## src/rtl/cobra_io_pkg.sv

```systemverilog
// Shared types for the Cobra1 I/O pin conditioning path.
package cobra_io_pkg;

  typedef enum logic [1:0] {EDGE_NONE, EDGE_RISE, EDGE_FALL, EDGE_BOTH} edge_sel_t;

  typedef enum logic [1:0] {PQ_IDLE, PQ_ARMED, PQ_HOLD} pq_state_t;

  localparam int DROP_CNT_W = 8;

  // True when a level transition in direction `rise` is selected by `sel`.
  function automatic logic edge_match(input edge_sel_t sel, input logic rise);
    return (sel == EDGE_BOTH) || (rise ? (sel == EDGE_RISE) : (sel == EDGE_FALL));
  endfunction

endpackage

```

## src/rtl/sync_filter.sv

```systemverilog
// Pin synchroniser plus glitch filter; level_changed is high in the cycle
// before the clock edge at which level flips.
module sync_filter #(
  parameter int   SYNC_STAGES = 2,
  parameter int   FILTER_LEN  = 16,
  parameter logic IDLE_LEVEL  = 1'b1
) (
  input  logic clk,
  input  logic rst_n,
  input  logic din,
  output logic level,
  output logic level_changed
);
  localparam int CNT_W = $clog2(FILTER_LEN + 1);

  logic [SYNC_STAGES-1:0] sync_q;
  logic [CNT_W-1:0]       cnt_q;
  logic                   sync_out;

  assign sync_out      = sync_q[SYNC_STAGES-1];
  // Counter already holds FILTER_LEN differing samples: flip on this edge.
  assign level_changed = (cnt_q == CNT_W'(FILTER_LEN));

  always_ff @(posedge clk or negedge rst_n) begin
    if (!rst_n) begin
      sync_q <= {SYNC_STAGES{IDLE_LEVEL}};
      level  <= IDLE_LEVEL;
      cnt_q  <= '0;
    end else begin
      sync_q <= {sync_q[SYNC_STAGES-2:0], din};
      if (level_changed) begin
        level <= ~level;
        cnt_q <= '0;
      end else if (sync_out == level) begin
        cnt_q <= '0;
      end else begin
        cnt_q <= cnt_q + CNT_W'(1);
      end
    end
  end

endmodule

```

## src/rtl/pulse_qualifier.sv

```systemverilog
// Turns an asynchronous pin into single-cycle trigger pulses with edge
// selection and a post-trigger hold-off window.
module pulse_qualifier
  import cobra_io_pkg::*;
#(
  parameter int   SYNC_STAGES = 2,
  parameter int   FILTER_LEN  = 16,
  parameter int   HOLDOFF     = 1024,
  parameter logic IDLE_LEVEL  = 1'b1
) (
  input  logic                  clk,
  input  logic                  rst_n,
  input  logic                  din,
  input  logic                  enable,
  input  logic [1:0]            edge_sel,
  output logic                  trigger,
  output logic                  level,
  output logic                  busy,
  output logic [DROP_CNT_W-1:0] drop_cnt
);
  localparam int HOLD_W = (HOLDOFF > 0) ? $clog2(HOLDOFF + 1) : 1;

  pq_state_t   state_q, state_d;
  logic [HOLD_W-1:0] hold_q, hold_d;
  logic level_changed, match;
  logic trig_d, drop_d, busy_d;

  sync_filter #(
    .SYNC_STAGES (SYNC_STAGES),
    .FILTER_LEN  (FILTER_LEN),
    .IDLE_LEVEL  (IDLE_LEVEL)
  ) u_filter (
    .clk           (clk),
    .rst_n         (rst_n),
    .din           (din),
    .level         (level),
    .level_changed (level_changed)
  );

  // Direction of the pending flip is the inverse of the current level.
  assign match = level_changed && edge_match(edge_sel_t'(edge_sel), ~level);

  always_ff @(posedge clk or negedge rst_n) begin
    if (!rst_n) begin
      state_q  <= PQ_IDLE;
      hold_q   <= '0;
      trigger  <= 1'b0;
      busy     <= 1'b0;
      drop_cnt <= '0;
    end else begin
      state_q <= state_d;
      hold_q  <= hold_d;
      trigger <= trig_d;
      busy    <= busy_d;
      if (drop_d && (drop_cnt != {DROP_CNT_W{1'b1}}))
        drop_cnt <= drop_cnt + DROP_CNT_W'(1);
    end
  end

  always_comb begin
    state_d = state_q;
    hold_d  = hold_q;
    if (!enable) begin
      state_d = PQ_IDLE;
      hold_d  = '0;
    end else begin
      case (state_q)
        PQ_IDLE:  state_d = PQ_ARMED;
        PQ_ARMED: if (match && (HOLDOFF != 0)) begin
          state_d = PQ_HOLD;
          hold_d  = HOLD_W'(HOLDOFF);
        end
        PQ_HOLD: begin
          hold_d = hold_q - HOLD_W'(1);
          if (hold_q == HOLD_W'(1)) state_d = PQ_ARMED;
        end
        default: state_d = PQ_IDLE;
      endcase
    end
  end

  // An edge landing in the last HOLD cycle is still a drop, not a trigger.
  always_comb begin
    trig_d = (state_q == PQ_ARMED) && match;
    drop_d = (state_q == PQ_HOLD) && match;
    busy_d = (state_q == PQ_HOLD) && enable;
  end

endmodule

```

## config.mk

```make
export PLATFORM = sky130hd
export DESIGN_NAME = pulse_qualifier
export DESIGN_NICKNAME = d
export VERILOG_FILES = /design/src/rtl/cobra_io_pkg.sv /design/src/rtl/sync_filter.sv /design/src/rtl/pulse_qualifier.sv
export SDC_FILE = /design/constraint.sdc
export NUM_CORES = 1
export LEC_CHECK = 0
export ABC_AREA = 1
export CAP_MARGIN = 20
export CORE_UTILIZATION = 35
export CTS_BUF_LIST = sky130_fd_sc_hd__clkbuf_16
export CTS_CLUSTER_SIZE = 14
export DETAILED_ROUTE_END_ITERATION = 12
export GPL_ROUTABILITY_DRIVEN = 0
export SYNTH_ARGS = -nofsm -noshare
export SYNTH_HDL_FRONTEND = slang
export SYNTH_SLANG_ARGS = --single-unit
```

## constraint.sdc

```tcl
create_clock -name clk -period 1.8 [get_ports clk]
set_input_delay 0.45 -clock clk [delete_from_list [all_inputs] [get_ports clk]]
set_output_delay 0.45 -clock clk [all_outputs]
set_load 0.005 [all_outputs]
```

# [Yosys cells after proc, flatten, opt, wreduce, memory -nomap -nowiden]
# Cells that the tools add are included.
[word_totals] regBits=31 input_bits=6 out_inout_bits=11 wordCells=43
[classes] addsub=3 eq_ne=12 muxes=10 bitwise=1 reduce_logical=9
[op_table] operator="11-bit 2-to-1 mux" count=2
[op_table] operator="11-bit one-hot mux with 2 select lines" count=1
[op_table] operator="11-bit by 1-bit == test with 1-bit output, second input constant" count=1
[op_table] operator="11-bit by 1-bit subtractor with 11-bit output, second input constant" count=1
[op_table] operator="5-bit 2-to-1 mux" count=2
[op_table] operator="8-bit by 1-bit adder with 8-bit output, second input constant" count=1
[op_table] operator="8-bit inequality test, second input constant" count=1
[op_table] operator="2-bit == test, second input constant" count=3
[op_table] operator="2-bit 2-to-1 mux" count=3
[op_table] operator="3-bit inequality test, second input constant" count=2
[op_table] operator="2-bit one-hot mux with 3 select lines" count=1
[op_table] operator="5-bit by 1-bit adder with 5-bit output, second input constant" count=1
[op_table] operator="5-bit == test, second input constant" count=1
[op_table] operator="1-bit logical AND" count=5
[op_table] operator="2-bit by 1-bit == test with 1-bit output, second input constant" count=2
[op_table] operator="2-bit AND reduction" count=2
[op_table] operator="3-bit by 1-bit inequality test with 1-bit output, second input constant" count=1
[op_table] operator="2-bit logical NOT" count=1
[op_table] operator="1-bit == test" count=1
[op_table] operator="1-bit logical OR" count=1
[op_table] operator="1-bit 2-to-1 mux" count=1
[op_table] operator="1-bit NOT" count=1

# [Logic depth before layout (Yosys ltp)]
# Gate-level depths: netlist (run 1).
[depth] word_depth=7 mapped_depth=10 mapped_depth_nobuf=10

# [Modules after synthesis]
# Synthesis (run 1) repeated with hierarchy kept, for this count alone.
[unflattened] hier_cells=203 hier_area_um2=1650.3
[modules_own_cells] module="pulse_qualifier" n_inst=1 cells_each=163 area_per_inst_um2=1287.5 seq_area_each_um2=575.6
[modules_own_cells] module="sync_filter" n_inst=1 cells_each=40 area_per_inst_um2=362.8 seq_area_each_um2=203.9

# [Worst setup path after synthesis (run 1)]
# OpenSTA, ideal clock, no wires.
[synth_timing] path_kind="register to register" from="register u_filter.cnt_q[0]" to="register drop_cnt[0]" setup_ns=0.123 t_arrival_ns=1.261 required_ns=1.677 setup_slack_ns=0.416 stages_incl_launch_ff=10 n_path_buf=1 synth_period_minus_slack_ns=1.384 cell_sequence="dfrtp_1 inv_1 ha_1 nand2_1 nor2_4 nand2_2 nor2_2 nand2_2 buf_6 xor2_2"
[synth_between] elab_chain_len=4
[synth_rtl] item="from (decl)" line="sync_filter.sv:17" source="logic [CNT_W-1:0] cnt_q;"
[synth_rtl] item="from (signal assigned)" line="sync_filter.sv:37" source="cnt_q <= cnt_q + CNT_W'(1);"
[synth_rtl] item="5-bit == test" line="sync_filter.sv:22" source="assign level_changed = (cnt_q == CNT_W'(FILTER_LEN));"
[synth_rtl] item="1-bit logical AND" line="pulse_qualifier.sv:41" source="assign match = level_changed && edge_match(edge_sel_t'(edge_sel), ~level);"
[synth_rtl] item="1-bit logical AND" line="pulse_qualifier.sv:85" source="drop_d = (state_q == PQ_HOLD) && match;"
[synth_rtl] item="1-bit logical AND" line="pulse_qualifier.sv:55" source="if (drop_d && (drop_cnt != {DROP_CNT_W{1'b1}}))"
[synth_rtl] item="to (signal assigned)" line="pulse_qualifier.sv:56" source="drop_cnt <= drop_cnt + DROP_CNT_W'(1);"
[synth_rtl] item="to (decl)" line="pulse_qualifier.sv:19" source="output logic [DROP_CNT_W-1:0] drop_cnt"
# No other way between the ends.
# A chain may end at the register's enable or synchronous reset.

# [Final worst setup path (run 1)]
[layout_timing] from="register u_filter.level" to="output port level"
[layout_rtl] item="from (decl)" line="sync_filter.sv:11" source="output logic level,"
[layout_rtl] item="from (signal assigned)" line="sync_filter.sv:32" source="level <= ~level;"
[layout_rtl] item="to (decl)" line="pulse_qualifier.sv:17" source="output logic level,"
# No word-level cell between the ends.

==> qor.txt, run 1 <==
maximum clock rate: 579.5 MHz
number of global-route vias before repair: 1,271
Die X: 70.20 microns
Initial DRC Count: 63
Crit path largest cell delay: 520 ps
worst hold path startpoint: u_filter.sync_q[0]
Max Clock Skew: 4.246 ps
Hold Crit Depth: 0
cell count along the critical path: 1
grt ovf: 0
Crit. End Element: output pin
Final Hold Viols: 0
CP startpoint kind: flip-flop
crit path cell chain: clkdlybuf4s50_1
hpwl dp: 2.092 mm
Buf/Inv on CP: 1
cell area power density: 1212 mW/mm^2
CTS Root Buffer Type: clkbuf_16
vias: 1,247
fin crit share: 95.87%
detailed-router iteration count before antenna repair: 4
worst vdd ir: 0.0003991 V
static leakage: 0.9991 nW
ratio of cells with drive above 1 in the final layout: 13.64%
Arr. time, crit path: 1280 ps
core area: 0.004414 sq mm
deepest clock path buffer count: 2
Mapped Nets: 202
critical path required time: 1350 ps
CP Class: reg -> out
Final Util: 46.74%
R2R cell count: 10
antenna violations before repair: 0
Slew Limit Headroom: 67.78%
Netlist Area Pre-Place: 0.001628 sq mm
DIE AREA: 0.004927 sq mm
diodes inserted: 0
max-slew violations: 0
Hold Crit Class: reg -> reg
final setup vio count: 0
crit-path leading delay family: flip-flops
unrepaired setup endpoints after global routing: no
CTS tree: built
FF+latch area: 779.5 sq um
GRT Util Overall: 13.68%
PortBufs: 16
slowest stage cell, crit path: dfstp_2
clock period minus final worst setup slack: 1726 ps
Yosys Warn Count: 0
FF+latch count, synth: 31
total power draw: 0.002502 W
pin count of the biggest net entering global routing: 32
Area growth syn-to-layout: 26.75%
Least-Margin Pin Slew: 478.3 ps
dpl cells: 263
ANT nets after route: 0
WL/cell: 10.81 microns
first-pass GRT wire length: 5.354 mm
area of the multi-input gates: 743.2 sq um
crit path max fanout: 2
Seq/Total Area, Yosys: 47.89%
Setup WS post-layout: 74.28 ps
r2r startpoint: u_filter.cnt_q[0]
pre-CTS setup slack: 33.68 ps
DRC errors left: 0
outcome: completed
io pins: 17
fill count: 431
Post-Syn Area per Cell: 8.523 sq um
CP Launch Point: u_filter.level
Synth cell types: 25
floorplan row count: 24
Post-Synthesis Cells: 191
Final Non-Filler Cells: 272
Hold Buf Count CTS: 0
TritonCTS Buffers: 5
Clock Latency Late Sink: 270 ps
Reg clk slew, reported paths: 50 ps
Initial Util: 36.88%
Fin Setup TNS: 0 ps
max-cap check violation count: 0
vias per cell: 4.585
Die Y: 70.20 microns
Post-Route WL: 2.939 mm
Nets: 230
clock sinks: 31
H-tree depth: 2
[path summary, 6_finish.rpt]
path	to	slack [ps]
worst max-delay path	level	70
worst min-delay path	u_filter.sync_q[1]	350
worst max register to register	drop_cnt[7]	250
worst min register to register	u_filter.sync_q[1]	350
max in group asynchronous	u_filter.level	1020
min in group asynchronous	hold_q[6]	540
[registers in the layout, indices dropped and copies added, names as in the netlist]
name,count
trigger,1
busy,1
drop_cnt,8
hold_q,11
u_filter.sync_q,2
u_filter.cnt_q,5
state_q,2
u_filter.level,1
[layer usage]
metal  up-vias  share of wire [%]  wire length [microns]  GRT usage (%)
met5         -                  0                      0              0
met4         0                1.9                     56          6.222
met3         5                3.8                    111          4.040
met2        21                 44                   1287          20.62
met1       557                 50                   1484          18.10
li1        664                  -                      -              -
[power by group]
| group | switching, W | total, W | internal (W) |
|---|---|---|---|
| logic | 0.000433 | 0.000703 | 0.000270 |
| clock network | 0.000280 | 0.000923 | 0.000643 |
| registers | 0.0000836 | 0.000876 | 0.000793 |
| total | 0.000796 | 0.00250 | 0.00171 |
[final cells by class]
class / count / area share [%]
Tap cell: 52 / 3.153
Clock inverter: 3 / 1.880
Sequential cell: 31 / 37.78
Multi-Input combinational cell: 134 / 36.02
Timing Repair Buffer: 22 / 10.55
Clock buffer: 5 / 6.064
Inverter: 25 / 4.548
[Yosys cell counts, drive strengths merged]
master	n	share of area (%)
nand2	48	12
dfrtp	28	43
inv	25	5.8
nor2	23	6.8
nand3	15	5.2
a21oi	10	3.1
o21ai	9	2.8
xor2	9	5.3
ha	5	3.8
xnor2	5	2.7
o22ai	4	1.5
dfstp	3	4.8
nor3	3	0.92
buf	1	0.69
nand4	1	0.38
o21a	1	0.46
o21bai	1	0.46
[logic make-up after synthesis]
kind of cell | after synthesis | synth area share, %
simple gates | 90 | 25.52
buf+inv | 26 | 6.457
xor+xnor | 14 | 7.994
compound gates | 25 | 8.301
flops | 31 | 47.89
fa+ha+maj | 5 | 3.843
[metrics by stage]
| step | instance area [sq um] | hold slack [ps] |
|---|---|---|
| 2_1_floorplan | 1628 | 154.4 |
| 3_3_place_gp | 1892 | 345.7 |
| 3_5_place_dp | 1892 | 346.8 |
| 4_1_cts | 2063 | 354.5 |
| 5_1_grt | 2063 | 363.6 |
| 6_report | 2063 | 353.5 |
[worst register-to-register path: cells and delay by family, from the launching register on]
kind                     cells  cell delay (ps)
buffers and inverters        2              250
AND/OR/NAND/NOR              7              710
adder cells (fa/ha/maj)      1              130
flip-flops                   1              400
[timing repair]
action | 4_1_cts | 5_1_grt
setup buffers | 1 | 0
setup endpoints to repair | 1 | 0
endpoints found under the hold margin | 0 | 0
resized for setup | 0 | 0
[layout by cell type, fill, tap and decap left out, drive strengths merged, types with 6 or more instances in the layout]
| master | synthesis | final |
|---|---|---|
| o21ai | 9 | 9 |
| nand2 | 48 | 48 |
| nor2 | 23 | 23 |
| inv | 25 | 25 |
| buf | 1 | 6 |
| xor2 | 9 | 9 |
| dfrtp | 28 | 28 |
| nand3 | 15 | 15 |
| a21oi | 10 | 10 |
| clkdlybuf4s50 | 0 | 16 |
Power figures use the tool's default switching activity.
==> run 2: changes to the inputs <==
--- a/config.mk
+++ b/config.mk
@@ -7,11 +7,12 @@
 export LEC_CHECK = 0
 export ABC_AREA = 1
 export CAP_MARGIN = 20
-export CORE_UTILIZATION = 35
+export CORE_UTILIZATION = 45
 export CTS_BUF_LIST = sky130_fd_sc_hd__clkbuf_16
 export CTS_CLUSTER_SIZE = 14
 export DETAILED_ROUTE_END_ITERATION = 12
 export GPL_ROUTABILITY_DRIVEN = 0
+export PLACE_DENSITY = 0.66
 export SYNTH_ARGS = -nofsm -noshare
 export SYNTH_HDL_FRONTEND = slang
 export SYNTH_SLANG_ARGS = --single-unit
==> run 2 against run 1 <==
Net effect:
- global-route usage grew 4.7 points
- worst setup slack lost 17 ps
- core utilization grew 13 points
- worst hold slack is essentially flat
- flip-flop and latch count is the same
- first-iteration DRC count shrank 37%
- combinational power is essentially flat
==> qor.txt, run 2 (synthesized netlist as in run 1, its figures left out) <==
outcome: completed
deepest clock path buffer count: 2 (unchanged)
ratio of cells with drive above 1 in the final layout: 12.84% (-0.79 points)
maximum clock rate: 573.9 MHz (-0.96%)
final setup vio count: 0 (unchanged)
first-pass GRT wire length: 5.589 mm (+4.4%)
unrepaired setup endpoints after global routing: no
GRT Util Overall: 18.43% (+4.7 points)
Least-Margin Pin Slew: 443.6 ps (-34.70 ps)
fin crit share: 96.80% (+0.93 points)
pin count of the biggest net entering global routing: 32 (unchanged)
hold_ws: 353.8 ps (+0.2970 ps)
Hold Crit Class: reg -> reg
H-tree depth: 2 (unchanged)
Post-Route WL: 3.080 mm (+4.8%)
Fin Setup TNS: 0 ps (unchanged)
Biggest register: hold_q
vias: 1,265 (+1.4%)
diodes inserted: 0 (unchanged)
CP Class: reg -> out
slowest stage cell, crit path: dfstp_2
WL/cell: 11.67 microns (+8.0%)
core area: 0.003390 sq mm (-23%)
PortBufs: 16 (unchanged)
Arr. time, crit path: 1290 ps (about the same)
clock sinks: 31 (unchanged)
DRC errors left: 0 (unchanged)
ANT nets after route: 0 (unchanged)
Initial DRC Count: 40 (-37%)
max reg flops: 11 (unchanged)
CP startpoint kind: flip-flop
grt ovf: 0 (unchanged)
Max Clock Skew: 3.500 ps (-0.7456 ps)
Crit. End Element: output pin
cell area power density: 1166 mW/mm^2 (-3.8%)
crit path max fanout: 2 (unchanged)
crit path cell chain: clkdlybuf4s50_1
Initial Util: 48.03% (+11 points)
most frequent cells in the layout: nand2_1, dfrtp_1, inv_1, nor2_1, clkdlybuf4s50_1
io pins: 17 (unchanged)
max-slew violations: 0 (unchanged)
DIE AREA: 0.003862 sq mm (-22%)
TritonCTS Buffers: 5 (unchanged)
Nets: 228 (-0.87%)
CTS tree: built
crit-path leading delay family: flip-flops
Buf/Inv on CP: 1 (unchanged)
fill count: 297 (-31%)
Die X: 62.15 microns (-11%)
Clock Latency Late Sink: 270 ps (about the same)
vias per cell: 4.792 (+4.5%)
static leakage: 0.9814 nW (-1.8%)
max-cap check violation count: 0 (unchanged)
worst vdd ir: 0.0006654 V (+67%)
largest registers: hold_q: 11 flops, drop_cnt: 8 flops, u_filter.cnt_q: 5 flops
clock period minus final worst setup slack: 1742 ps (+16.72 ps)
Area growth syn-to-layout: 23.75%
Slew Limit Headroom: 70.11% (+2.3 points)
CTS Root Buffer Type: clkbuf_16
floorplan row count: 21 (-13%)
Hold Buf Count CTS: 0 (unchanged)
detailed-router iteration count before antenna repair: 4 (unchanged)
critical path required time: 1350 ps (about the same)
antenna violations before repair: 0 (unchanged)
hpwl dp: 2.174 mm (+3.9%)
Final Hold Viols: 0 (unchanged)
Reg clk slew, reported paths: 50 ps (about the same)
commonest non-fill, non-tap cell in the layout: nand2_1
Die Y: 62.15 microns (-11%)
number of global-route vias before repair: 1,340 (+5.4%)
Crit path largest cell delay: 530 ps (about the same)
==> run 2: changes by cell type in the layout (fill, tap and decap cells not counted), sizes merged <==
cell    change
buf         -2
inv         +2
clkinv      -1
bufinv      -1
==> run 2: power breakdown <==
part | internal [W] | total [W] | switching, W
sequential | 0.000793 | 0.000873 | 0.0000805
combinational | 0.000265 | 0.000703 | 0.000438
clock | 0.000498 | 0.000773 | 0.000275
==> run 2: stage by stage <==
step | instances | setup WS, ps | area (sq um) | power, W | utilization [%]
floorplan | 191 | 416.3 | 1628 | 0.001403 | -
global placement | 255 | 21.47 | 1869 | 0.001554 | 55.15
detailed placement | 255 | 6.529 | 1869 | 0.001573 | 55.15
CTS | 264 | 48.99 | 2014 | 0.002364 | 59.43
global route | 264 | 24.85 | 2014 | 0.002526 | 59.43
finish | 264 | 57.56 | 2014 | 0.002349 | 59.43
==> run 2: worst paths after layout <==
path | from | end | slack [ps] | cells past startpoint
setup / recovery | u_filter.level | level | 60 | 1
hold / removal | u_filter.sync_q[0] | u_filter.sync_q[1] | 350 | 0
setup reg to reg | u_filter.cnt_q[0] | drop_cnt[3] | 230 | 10
hold reg to reg | u_filter.sync_q[0] | u_filter.sync_q[1] | 350 | 0
max in group asynchronous | rst_n | u_filter.level | 1020 | 2
min in group asynchronous | rst_n | hold_q[6] | 540 | 2
==> run 2: final cells by class <==
class | count | area [sq um] | share of cell area (%)
Timing Repair Buffer | 20 | 202.7 | 10.06
Inverter | 25 | 93.84 | 4.658
Sequential cell | 31 | 779.5 | 38.70
Tap cell | 46 | 57.56 | 2.857
Clock buffer | 5 | 125.1 | 6.211
Clock inverter | 3 | 12.51 | 0.6211
Multi-Input combinational cell | 134 | 743.2 | 36.89
==> run 2: routing by layer <==
| metal | GRT usage, % | part of all wire, % | vias to the layer above |
|---|---|---|---|
| met1 | 21.55 | 45 | 586 |
| met3 | 5.515 | 3.1 | 5 |
| met2 | 32.97 | 50 | 15 |
| met4 | 4.360 | 1.0 | 0 |
| li1 | - | - | 659 |
| met5 | 0 | 0 | - |
==> run 2: what timing repair did <==
| item | 4_1_cts | 5_1_grt |
|---|---|---|
| setup buffers | 1 | 0 |
| pin swaps | 0 | 0 |
| gates resized for setup | 0 | 1 |
| setup endpoints to repair | 1 | 2 |
